$ cat config.mk
export PLATFORM = sky130hd
export DESIGN_NAME = fme_search_sequencer
export DESIGN_NICKNAME = d
export VERILOG_FILES = /design/src/rtl/fme_search_sequencer.sv
export SDC_FILE = /design/constraint.sdc
export NUM_CORES = 1
export LEC_CHECK = 0
export CORE_MARGIN = 10
export CORE_UTILIZATION = 46
export CTS_CLUSTER_DIAMETER = 80
export CTS_CLUSTER_SIZE = 25
export DETAILED_ROUTE_END_ITERATION = 10
export PLACE_DENSITY = 0.94
export SLEW_MARGIN = 20
export SYNTH_ARGS = -nofsm -noshare
export SYNTH_HDL_FRONTEND = slang
export SYNTH_SLANG_ARGS = --single-unit
$ cat constraint.sdc
create_clock -name clock -period 5.68 [get_ports clock]
set_clock_uncertainty 0.1 [all_clocks]
set_input_delay 1.136 -clock clock [delete_from_list [all_inputs] [get_ports clock]]
set_output_delay 1.136 -clock clock [all_outputs]
set_load 0.005 [all_outputs]
$ cat src/rtl/fme_search_sequencer.sv
// fme_search_sequencer
//
// Control block between interpolation and search in the FME datapath.
// Accepts framed rows from upstream and gates the interpolator. It
// regenerates the search enable as a delayed copy of the accepted rows, with
// bubbles preserved, and counts search rows per block. It then waits out the
// search pipeline drain and captures the best SAD and address of the block.
//
// Handshake: `enable` is a valid-only qualifier with no back-pressure.
// `enable_interp` is high in exactly the cycles whose `enable` row (or start)
// is taken. Rows offered when not taken are dropped.
//
// Ports
//   clock, reset        rising-edge clock, async active-high reset
//   enable, block_start upstream row valid / row-0 marker
//   best_sad_ime        IME SAD, latched on an accepted start
//   search_best_sad     search result SAD, captured at the end of drain
//   search_address      search result address, captured with the SAD
//   enable_interp       combinational row/start accept
//   enable_search       registered search enable (tail of the delay line)
//   best_sad_ime_q      latched IME SAD for the current block
//   search_row          index of the current search row
//   busy                FSM not idle
//   result_valid        one-cycle pulse, one cycle after capture
//   best_sad            captured SAD (held)
//   address_best_sad    captured address (held)
//   protocol_error      sticky: start requested while a block is in flight
//
// Optional feature: define FME_SEQ_STATS_EN to add the blocks_done
// (wrapping) and stall_cycles (saturating) counters.

module fme_search_sequencer #(
    parameter int DATAWIDTH     = 8,
    parameter int ROWS          = 8,
    parameter int ROW_W         = 3,
    parameter int FILL_LATENCY  = 3,
    parameter int DRAIN_LATENCY = 4,
    parameter int LAT_W         = 4
) (
    input  logic                 clock,
    input  logic                 reset,
    input  logic                 enable,
    input  logic                 block_start,
    input  logic [DATAWIDTH+8:0] best_sad_ime,
    input  logic [DATAWIDTH+8:0] search_best_sad,
    input  logic [5:0]           search_address,
    output logic                 enable_interp,
    output logic                 enable_search,
    output logic [DATAWIDTH+8:0] best_sad_ime_q,
    output logic [ROW_W-1:0]     search_row,
    output logic                 busy,
    output logic                 result_valid,
    output logic [DATAWIDTH+8:0] best_sad,
    output logic [5:0]           address_best_sad,
    output logic                 protocol_error
`ifdef FME_SEQ_STATS_EN
    ,
    output logic [15:0]          blocks_done,
    output logic [15:0]          stall_cycles
`endif
);

    typedef enum logic [1:0] {
        IDLE  = 2'd0,
        RUN   = 2'd1,
        DRAIN = 2'd2
    } state_t;

    // in_cnt needs one extra bit so it can hold ROWS itself.
    localparam logic [ROW_W:0]   ROWS_C     = (ROW_W+1)'(ROWS);
    localparam logic [ROW_W:0]   CNT_ONE    = (ROW_W+1)'(1);
    localparam logic [ROW_W-1:0] LAST_ROW   = ROW_W'(ROWS - 1);
    localparam logic [ROW_W-1:0] ROW_ONE    = ROW_W'(1);
    localparam logic [LAT_W-1:0] DRAIN_LOAD = LAT_W'(DRAIN_LATENCY - 1);
    localparam logic [LAT_W-1:0] LAT_ONE    = LAT_W'(1);

    state_t                  state_q, state_d;
    logic [ROW_W:0]          in_cnt_q, in_cnt_d;
    logic [FILL_LATENCY-1:0] fill_q, fill_d;
    logic [ROW_W-1:0]        search_row_q, search_row_d;
    logic [LAT_W-1:0]        drain_cnt_q, drain_cnt_d;
    logic [DATAWIDTH+8:0]    best_sad_ime_d;
    logic [DATAWIDTH+8:0]    best_sad_q, best_sad_d;
    logic [5:0]              address_q, address_d;
    logic                    result_valid_q, result_valid_d;
    logic                    protocol_error_q, protocol_error_d;
`ifdef FME_SEQ_STATS_EN
    logic [15:0]             blocks_done_q, blocks_done_d;
    logic [15:0]             stall_cycles_q, stall_cycles_d;
`endif

    logic final_drain;
    logic start_req;
    logic start_acc;
    logic row_acc;
    logic last_search;

    // A new block may begin on the last drain cycle. That cycle captures
    // the old result and seeds the new block, so consecutive blocks have
    // no dead cycle between them.
    assign final_drain = (state_q == DRAIN) && (drain_cnt_q == '0);
    assign start_req   = enable && block_start;
    assign start_acc   = start_req && ((state_q == IDLE) || final_drain);
    // A start requested in RUN is an error, but its row still counts
    // toward the block.
    assign row_acc     = (state_q == RUN) && enable && (in_cnt_q < ROWS_C);
    assign last_search = enable_search && (search_row_q == LAST_ROW);

    assign enable_interp    = start_acc || row_acc;
    assign enable_search    = fill_q[FILL_LATENCY-1];
    assign search_row       = search_row_q;
    assign busy             = (state_q != IDLE);
    assign result_valid     = result_valid_q;
    assign best_sad         = best_sad_q;
    assign address_best_sad = address_q;
    assign protocol_error   = protocol_error_q;
`ifdef FME_SEQ_STATS_EN
    assign blocks_done      = blocks_done_q;
    assign stall_cycles     = stall_cycles_q;
`endif

    always_comb begin
        state_d          = state_q;
        in_cnt_d         = in_cnt_q;
        search_row_d     = search_row_q;
        drain_cnt_d      = drain_cnt_q;
        best_sad_ime_d   = best_sad_ime_q;
        best_sad_d       = best_sad_q;
        address_d        = address_q;
        result_valid_d   = 1'b0;
        protocol_error_d = protocol_error_q;

        // Accept history; every cycle shifts, so stalls appear as zeros.
        fill_d[0] = start_acc || row_acc;
        for (int i = 1; i < FILL_LATENCY; i++) begin
            fill_d[i] = fill_q[i-1];
        end

        if (enable_search) begin
            search_row_d = last_search ? '0 : search_row_q + ROW_ONE;
        end

        if (start_acc) begin
            in_cnt_d       = CNT_ONE;
            best_sad_ime_d = best_sad_ime;
        end else if (row_acc) begin
            in_cnt_d = in_cnt_q + CNT_ONE;
        end

        if (start_req && ((state_q == RUN) || ((state_q == DRAIN) && !final_drain))) begin
            protocol_error_d = 1'b1;
        end

        case (state_q)
            IDLE: begin
                if (start_acc) begin
                    state_d = RUN;
                end
            end
            RUN: begin
                if (last_search) begin
                    state_d     = DRAIN;
                    drain_cnt_d = DRAIN_LOAD;
                end
            end
            DRAIN: begin
                if (final_drain) begin
                    best_sad_d     = search_best_sad;
                    address_d      = search_address;
                    result_valid_d = 1'b1;
                    state_d        = start_acc ? RUN : IDLE;
                end else begin
                    drain_cnt_d = drain_cnt_q - LAT_ONE;
                end
            end
            default: begin
                state_d = IDLE;
            end
        endcase
    end

`ifdef FME_SEQ_STATS_EN
    always_comb begin
        blocks_done_d  = blocks_done_q + (result_valid_q ? 16'd1 : 16'd0);
        stall_cycles_d = stall_cycles_q;
        if ((state_q == RUN) && !enable && (in_cnt_q < ROWS_C) && (stall_cycles_q != 16'hFFFF)) begin
            stall_cycles_d = stall_cycles_q + 16'd1;
        end
    end
`endif

    always_ff @(posedge clock or posedge reset) begin
        if (reset) begin
            state_q          <= IDLE;
            in_cnt_q         <= '0;
            fill_q           <= '0;
            search_row_q     <= '0;
            drain_cnt_q      <= '0;
            best_sad_ime_q   <= '0;
            best_sad_q       <= '0;
            address_q        <= '0;
            result_valid_q   <= 1'b0;
            protocol_error_q <= 1'b0;
`ifdef FME_SEQ_STATS_EN
            blocks_done_q    <= '0;
            stall_cycles_q   <= '0;
`endif
        end else begin
            state_q          <= state_d;
            in_cnt_q         <= in_cnt_d;
            fill_q           <= fill_d;
            search_row_q     <= search_row_d;
            drain_cnt_q      <= drain_cnt_d;
            best_sad_ime_q   <= best_sad_ime_d;
            best_sad_q       <= best_sad_d;
            address_q        <= address_d;
            result_valid_q   <= result_valid_d;
            protocol_error_q <= protocol_error_d;
`ifdef FME_SEQ_STATS_EN
            blocks_done_q    <= blocks_done_d;
            stall_cycles_q   <= stall_cycles_d;
`endif
        end
    end

endmodule
== After elaboration in Yosys (flattened, before gate mapping) ==
Cells that the tools add are included.
Cells by class
  magnitude comparators: 1
  eq/ne operators: 7
  mux-type cells: 13
  reduce and logical (&&, ||, !) cells: 20
  add/sub/neg operators: 3
Operators by type and width (count)
  4-bit two-way mux: 4
  1-bit logical AND: 8
  2-bit inequality test (second input constant): 4
  4-bit one-hot mux with 2 select lines: 1
  2-bit two-way mux: 3
  2-bit one-hot mux with 3 select lines: 1
  3-bit AND reduction: 2
  2-bit nonzero test: 3
  4-bit by 1-bit adder with 4-bit output (second input constant): 1
  4-bit zero test: 1
  4-bit less-than comparator (second input constant): 1
  4-bit by 1-bit subtractor with 4-bit output (second input constant): 1
  3-bit by 1-bit adder with 3-bit output (second input constant): 1
  3-bit == test (second input constant): 1
  1-bit logical OR: 3
  1-bit two-way mux: 3
  3-bit two-way mux: 1
  2-bit by 1-bit == test with 1-bit output (second input constant): 1
  2-bit == test (second input constant): 1
  2-bit zero test: 1
  2-bit AND reduction: 1
  1-bit zero test: 1
Word-level totals
  register bits after elaboration: 58
  word-level logic and storage cells: 54
  input port bits: 44
  output and inout bits: 48

== Longest topological paths before layout ==
  depth after elaboration: 7
  depth in mapped cells: 6
  depth with buffers taken out: 5

== Worst setup path after synthesis ==
Ideal clock, no wire load.
  path type: input to output
  from: in enable
  to: out enable_interp
  data arrival time: 1.811 ns
  cell stages on the path: 4
  path buffers: 1
  slack: 2.633 ns
  required time: 4.444 ns
  cell sequence: nand2_1 -> a211oi_4 -> buf_6 -> or2_2
Between the ends
  longest elaborated chain between the ends: 3
  elaborated cells between the ends (all ways): 5
  classes of those cells: reduce/logical: 5
RTL lines
  start, declared: line 42  | input logic enable,
  1-bit logical AND (on tied branches): line 102, 106
  1-bit logical AND (on tied branches): line 103, 106
  1-bit logical OR (*): line 109  | assign enable_interp = start_acc || row_acc;
  end, declared: line 47  | output logic enable_interp,
Every way passes the cells marked *; elsewhere a longest branch is shown, timed or not.

== Worst setup path after layout ==
Same ends and word-level chain as after synthesis.

==> qor.csv <==
stage,metric,value,unit
timing,shortest period the worst path allows,4.24,ns
cells_and_area,growth of design area from synthesis to finish,50.5,%
hold_path,startpoint of the lowest-slack hold path,fill_q[1],
drt,Via-to-Cell Ratio,4.80,
clock_network,CTS root buffer,clkbuf_8,
timing,total negative slack for setup checks,0,ns
yosys,number of synthesized flops with an enable pin,0,
global_route,GRT overflow,0,
cells_and_area,final design utilization,72.7,%
drt,TritonRoute pass-1 iters,4,
worst_setup_path,critical path capture point type,output pin,
cells_and_area,total number of nets in the final design,307,
worst_setup_path,critical path data arrival time,3.00,ns
placement,total placed cells including tap cells,314,
global_route,number of global-route vias before repair,1809,
cells_and_area,final instance count without filler cells,330,
clock_network,Longest Clk Path Bufs,2,
cells_and_area,area of combinational cells with multiple inputs,822,um2
timing,relative slew slack,34.6,%
cells_and_area,Final Instance Area,3500,um2
floorplan,initial standard-cell utilization of the core,48.3,%
run_status,outcome,finished clean,
hold_path,min-delay worst type,register to register,
floorplan,vertical extent of the die,91.1,um
global_route,number of antenna violations at the first check in global routing,0,
clock_network,Resized Gates After CTS,0,
timing,final hold violations,0,
clock_network,TritonCTS clock tree,yes,
floorplan,chip width,91.1,um
timing,part of the cycle the worst path needs,74.6,%
yosys,mean post-synth cell area,14.7,um2
placement,area after detailed placement,3310,um2
clock_network,Clock Pin Slew Worst Setup and Hold Paths,0.06,ns
timing,Max Clk Rate,0.236,GHz
timing,number of pins with negative max-slew slack in the final report,0,
yosys,fraction of synthesized cell area taken by the top area cell type,62.3,%
timing,Final Setup Violations,0,
global_route,global-route wire length before repair,8960,um
worst_setup_path,start of the worst register-to-register path,drain_cnt_q[0],
power_and_ir_drop,PD cells,511,nW/um2
yosys,number of distinct standard cells referenced by the synthesized netlist,29,
placement,routability congestion estimate from global placement,0.865,
floorplan,top-level I/O count,92,
yosys,share of async-settable or async-resettable flops after synthesis,100,%
yosys,portion of the post-synthesis area used by sequential elements,62.3,%
yosys,"Net Count, Synth",207,
worst_setup_path,required time of the critical path,4.44,ns
cells_and_area,ratio of cells with drive above 1 in the final layout,24.7,%
drt,count of nets left with antenna violations after detail routing,0,
global_route,largest net degree at the start of global routing,59,
yosys,cell accounting for the most synthesized area,dfrtp_1,
worst_setup_path,sort of element at the start of the critical path,input port,
yosys,leading cell types by count after synthesis,"dfrtp_1, mux2_2, nand2_1",
placement,number of buffers inserted by port buffering,91,
clock_network,number of hold buffers added after cts,0,
worst_setup_path,class of the most critical setup path,input port to output pin,
clock_network,count of H-tree levels built during CTS,3,
drt,WL/cell,16.2,um
clock_network,total setup buffers inserted after CTS,0,
placement,estimated wirelength of the detail-placed design,4070,um
worst_setup_path,Setup crit start,enable,
yosys,total standard cell area after synthesis,2330,um2
power_and_ir_drop,Tot Pwr,1.79,mW
yosys,post-synthesis sequential element count,58,
timing,pin slew with the least headroom to its limit,0.978,ns
cells_and_area,fillers,341,
clock_network,sink count of the clock tree,58,
yosys,Yosys warnings,0,
worst_setup_path,biggest fanout along the worst timing path,23,
global_route,total track usage,13.5,%
power_and_ir_drop,leakage dissipation,1.50,nW
yosys,most repeated cell in the gate-level netlist after synthesis,dfrtp_1,
floorplan,Die Area,8310,um2
timing,setup repair after global routing missed its margin,false,
yosys,primary flip-flop cell chosen by synthesis mapping,dfrtp_1,
drt,Starting DRT DRC Count,68,
clock_network,source-to-sink clock delay at the later pin of the worst-skew pair,0.32,ns
cells_and_area,sequential cell area,1450,um2
floorplan,core footprint,4820,um2
yosys,Cells after Synth,158,
drt,DRC violation count after routing,0,
floorplan,row count,25,
power_and_ir_drop,worst-case vdd ir drop,0.260,mV
cells_and_area,number of antenna diodes,0,
run,max-cap check violation count,0,
clock_network,number of clock buffers inserted by TritonCTS,9,
yosys,cells taking the most area after synthesis,"dfrtp_1, mux2_2, ha_1",
drt,"wirelength, routed",5360,um
drt,Via Count,1585,
-- path summary, 6_finish.rpt --
check                      slack [ns]                   to  depth (start not counted)
max                              1.44        enable_interp                          6
min                              0.25            fill_q[2]                          0
max reg2reg                      3.33  address_best_sad[2]                          5
min reg2reg                      0.25            fill_q[2]                          0
max in group asynchronous        3.76           state_q[1]                          3
min in group asynchronous        1.24         best_sad[11]                          3
-- metal layers --
metal | GRT usage (%) | wire length [um] | vias up | part of all wire, %
li1 | - | - | 758 | -
met1 | 13.5 | 2080 | 752 | 39
met2 | 23.0 | 2690 | 62 | 50
met3 | 5.35 | 435 | 13 | 8.1
met4 | 8.75 | 154 | 0 | 2.9
met5 | 0 | 0 | - | 0
-- cell type report --
type                            count  area share, %
Clock buffer                       14           4.64
Clock inverter                      2           1.00
Inverter                            6          0.643
Multi-Input combinational cell     90           23.5
Sequential cell                    58           41.4
Tap cell                           67           2.39
Timing Repair Buffer               93           26.4
-- metrics by stage --
step	setup slack (ns)	hold slack [ns]
6_report	1.44	0.247
5_1_grt	1.36	0.272
4_1_cts	1.44	0.250
3_5_place_dp	1.44	0.236
3_3_place_gp	1.49	0.235
2_1_floorplan	2.63	0.231
-- worst max-delay path, stage by stage --
cell and delay [ns]:
clkdlybuf4s50_1 0.55, nand2_1 0.12, a211oi_4 0.20, buf_4 0.31
or2_2 0.18, clkdlybuf4s50_1 0.52
-- cells in the final DEF, fill, tap and decap left out, types with 2 or more instances in the layout --
cell type        instances
a21oi_1                  3
buf_4                    2
clkbuf_1                 3
clkbuf_8                11
clkdlybuf4s50_1         91
dfrtp_1                 58
ha_1                     5
inv_1                    5
mux2_2                  42
mux2i_1                  3
nand2_1                  8
nand2b_1                 4
nand3_1                  3
o21ai_0                  3
or2_2                    3
-- power breakdown --
part	leakage, nW	internal, mW	switching (mW)
clock network	0.101	0.226	0.147
logic	0.710	0.477	0.214
registers	0.693	0.607	0.118
-- cell families after synthesis --
group / after synthesis / synth area share (%)
flip-flops: 58 / 62.3
AO/OA/AOI/OAI: 11 / 3.55
buffers and inverters: 10 / 2.36
XOR/XNOR: 1 / 0.376
multiplexers: 45 / 21.6
AND/OR/NAND/NOR: 28 / 7.09
adder cells (fa/ha/maj): 5 / 2.69
-- sequential cells by signal, indices dropped and copies added, names as in the netlist, 2 cells and up --
| name | cells |
|---|---|
| best_sad | 17 |
| best_sad_ime_q | 17 |
| address_best_sad | 6 |
| drain_cnt_q | 4 |
| in_cnt_q | 4 |
| fill_q | 3 |
| search_row | 3 |
| state_q | 2 |
No activity file was read; power rests on OpenSTA's default activity.
==> variant (same flow settings) <==
Put a register stage on the outputs `enable_interp` and `busy`, with the module's reset. The values now appear one clock later. The other outputs are not delayed to match. Comments in the files are not updated.
--- a/src/rtl/fme_search_sequencer.sv
+++ b/src/rtl/fme_search_sequencer.sv
@@ -107,8 +107,15 @@
     assign last_search = enable_search && (search_row_q == LAST_ROW);
 
-    assign enable_interp    = start_acc || row_acc;
     assign enable_search    = fill_q[FILL_LATENCY-1];
     assign search_row       = search_row_q;
-    assign busy             = (state_q != IDLE);
+    always_ff @(posedge clock or posedge reset) begin
+        if (reset) begin
+            enable_interp <= '0;
+            busy          <= '0;
+        end else begin
+            enable_interp <= start_acc || row_acc;
+            busy          <= (state_q != IDLE);
+        end
+    end
     assign result_valid     = result_valid_q;
     assign best_sad         = best_sad_q;
Behaviour: not the same (Yosys sat finds a counterexample within 4 cycles, from zero or initial values and one cycle with reset high).
==> variant against the unedited design <==
First-iteration DRC count down 28%; worst setup slack better by 1.5 ns; area after synthesis rose by 1.0%; sequential cell count is 1 higher; clock power decreased by 16%; highest routed layer unchanged; total power down 2.0%; largest power group unchanged; cell area shrank 0.18%; largest cell class unchanged; routed wire length up 3.8%; combinational power is 1% higher.
==> variant: results (changes against the unedited design) <==
* Most frequent cells after synthesis: dfrtp_1, mux2_2, nand2_1
* Reg2reg start: drain_cnt_q[0]
* Initial DRC Count at 49 (-28%)
* Clk_lat worst skew at 0.32 ns (about the same)
* Switching Power at 487.8 uW (+1.9%)
* Hold path startpoint: fill_q[1]
* Clk root buf: clkbuf_8
* Initial antenna violation count at 0 (unchanged)
* DR pass1 iterations at 4 (unchanged)
* Tot GR Track Use at 0.1363 (+0.001084)
* R2r setup slk at 3.28 ns (-0.05 ns)
* Count of buffers from port buffering at 91 (unchanged)
* Worst r2r dst: best_sad_ime_q[1]
* Pin count of the biggest net entering global routing at 60 (+1.7%)
* DR vias at 1626 (+2.6%)
* GP Congestion at 0.7687 (-11%)
* CTS Buf Count at 9 (unchanged)
* Diodes inserted at 0 (unchanged)
* WL/cell at 16.86 um (+3.8%)
* Yosys Warn Count at 0 (unchanged)
* Async SR Flop Fraction at 1.000 (unchanged)
* Clk buf depth at 2 (unchanged)
* Synthesized Nets at 208 (+0.48%)
* Max IR drop VDD at 271.7 uV (+4.5%)
* Layout cell share with drive strength beyond 1 at 0.2510 (+0.003802)
* Leakage power at 0.001498 uW (-0.34%)
* Depth of the most critical reg-to-reg path at 6 (+1)
* Worst Path Arrival at 2.87 ns (-0.13 ns)
* Placed wire-length estimate at 4248 um (+4.3%)
* First-pass GRT wire length at 9204 um (+2.7%)
* Vias in the first global route at 1802 (-0.39%)
* Layout net count at 308 (+0.33%)
* Status: finished clean
* Rel. slew slack at 0.3413 (-0.005098)
* H-tree levels at 3 (unchanged)
* CP max FO at 14 (-39%)
* Register area share after synthesis at 0.6277 (+0.004339)
* Synth area leaders: dfrtp_1, mux2_2, ha_1
* Setup crit end: best_sad_ime_q[1]
variant: cell types whose count changed after synthesis, sizes merged:
| cell | delta |
|---|---|
| nor2 | +1 |
| nand2b | -1 |
| mux2 | +1 |
| dfrtp | +1 |
| mux2i | -1 |
variant: routing by layer:
metal  share of wire  GRT usage
met3            0.10    0.06996
met1            0.38     0.1456
met2            0.49     0.2162
met5               0          0
met4           0.021    0.07050
variant: logic make-up after synthesis:
logic type      synth area share
compound gates           0.03511
xor+xnor                0.003724
fa+ha+maj                0.02660
buf+inv                  0.02340
flops                     0.6277
mux                       0.2144
simple gates             0.06915
variant: layout make-up:
type / instances / area [um^2]
sequential: 59 / 1476
multi-input combinational: 90 / 820.8
tap: 67 / 83.83
clock inverter: 3 / 15.01
timing repair buffer: 93 / 933.4
clock buffer: 12 / 145.1
inverter: 6 / 22.52
fill: 357 / 1351
variant: power groups by stage:
stage / sequential (uW) / clock (uW) / combinational [uW]
floorplan: 746 / 0 / 266
global placement: 737 / 0 / 685
detailed placement: 747 / 0 / 714
CTS: 741 / 325 / 717
global route: 769 / 341 / 773
finish: 739 / 313 / 701
variant: through the flow:
stage	worst slack (ns)	power [uW]	cells	hold WS [ns]	cell area, um^2
floorplan	2.988	1012	159	0.2312	2352
global placement	2.405	1422	314	0.2317	3322
detailed placement	2.331	1461	314	0.2442	3322
CTS	2.649	1783	329	0.2595	3482
global route	2.831	1884	330	0.2637	3497
finish	2.913	1753	330	0.2559	3497
variant: worst max-delay path, stage by stage:
cell             delay [ns]
clkdlybuf4s50_1        0.55
nand2_1                0.12
a211oi_4               0.48
buf_8                  0.23
mux2_2                 0.35
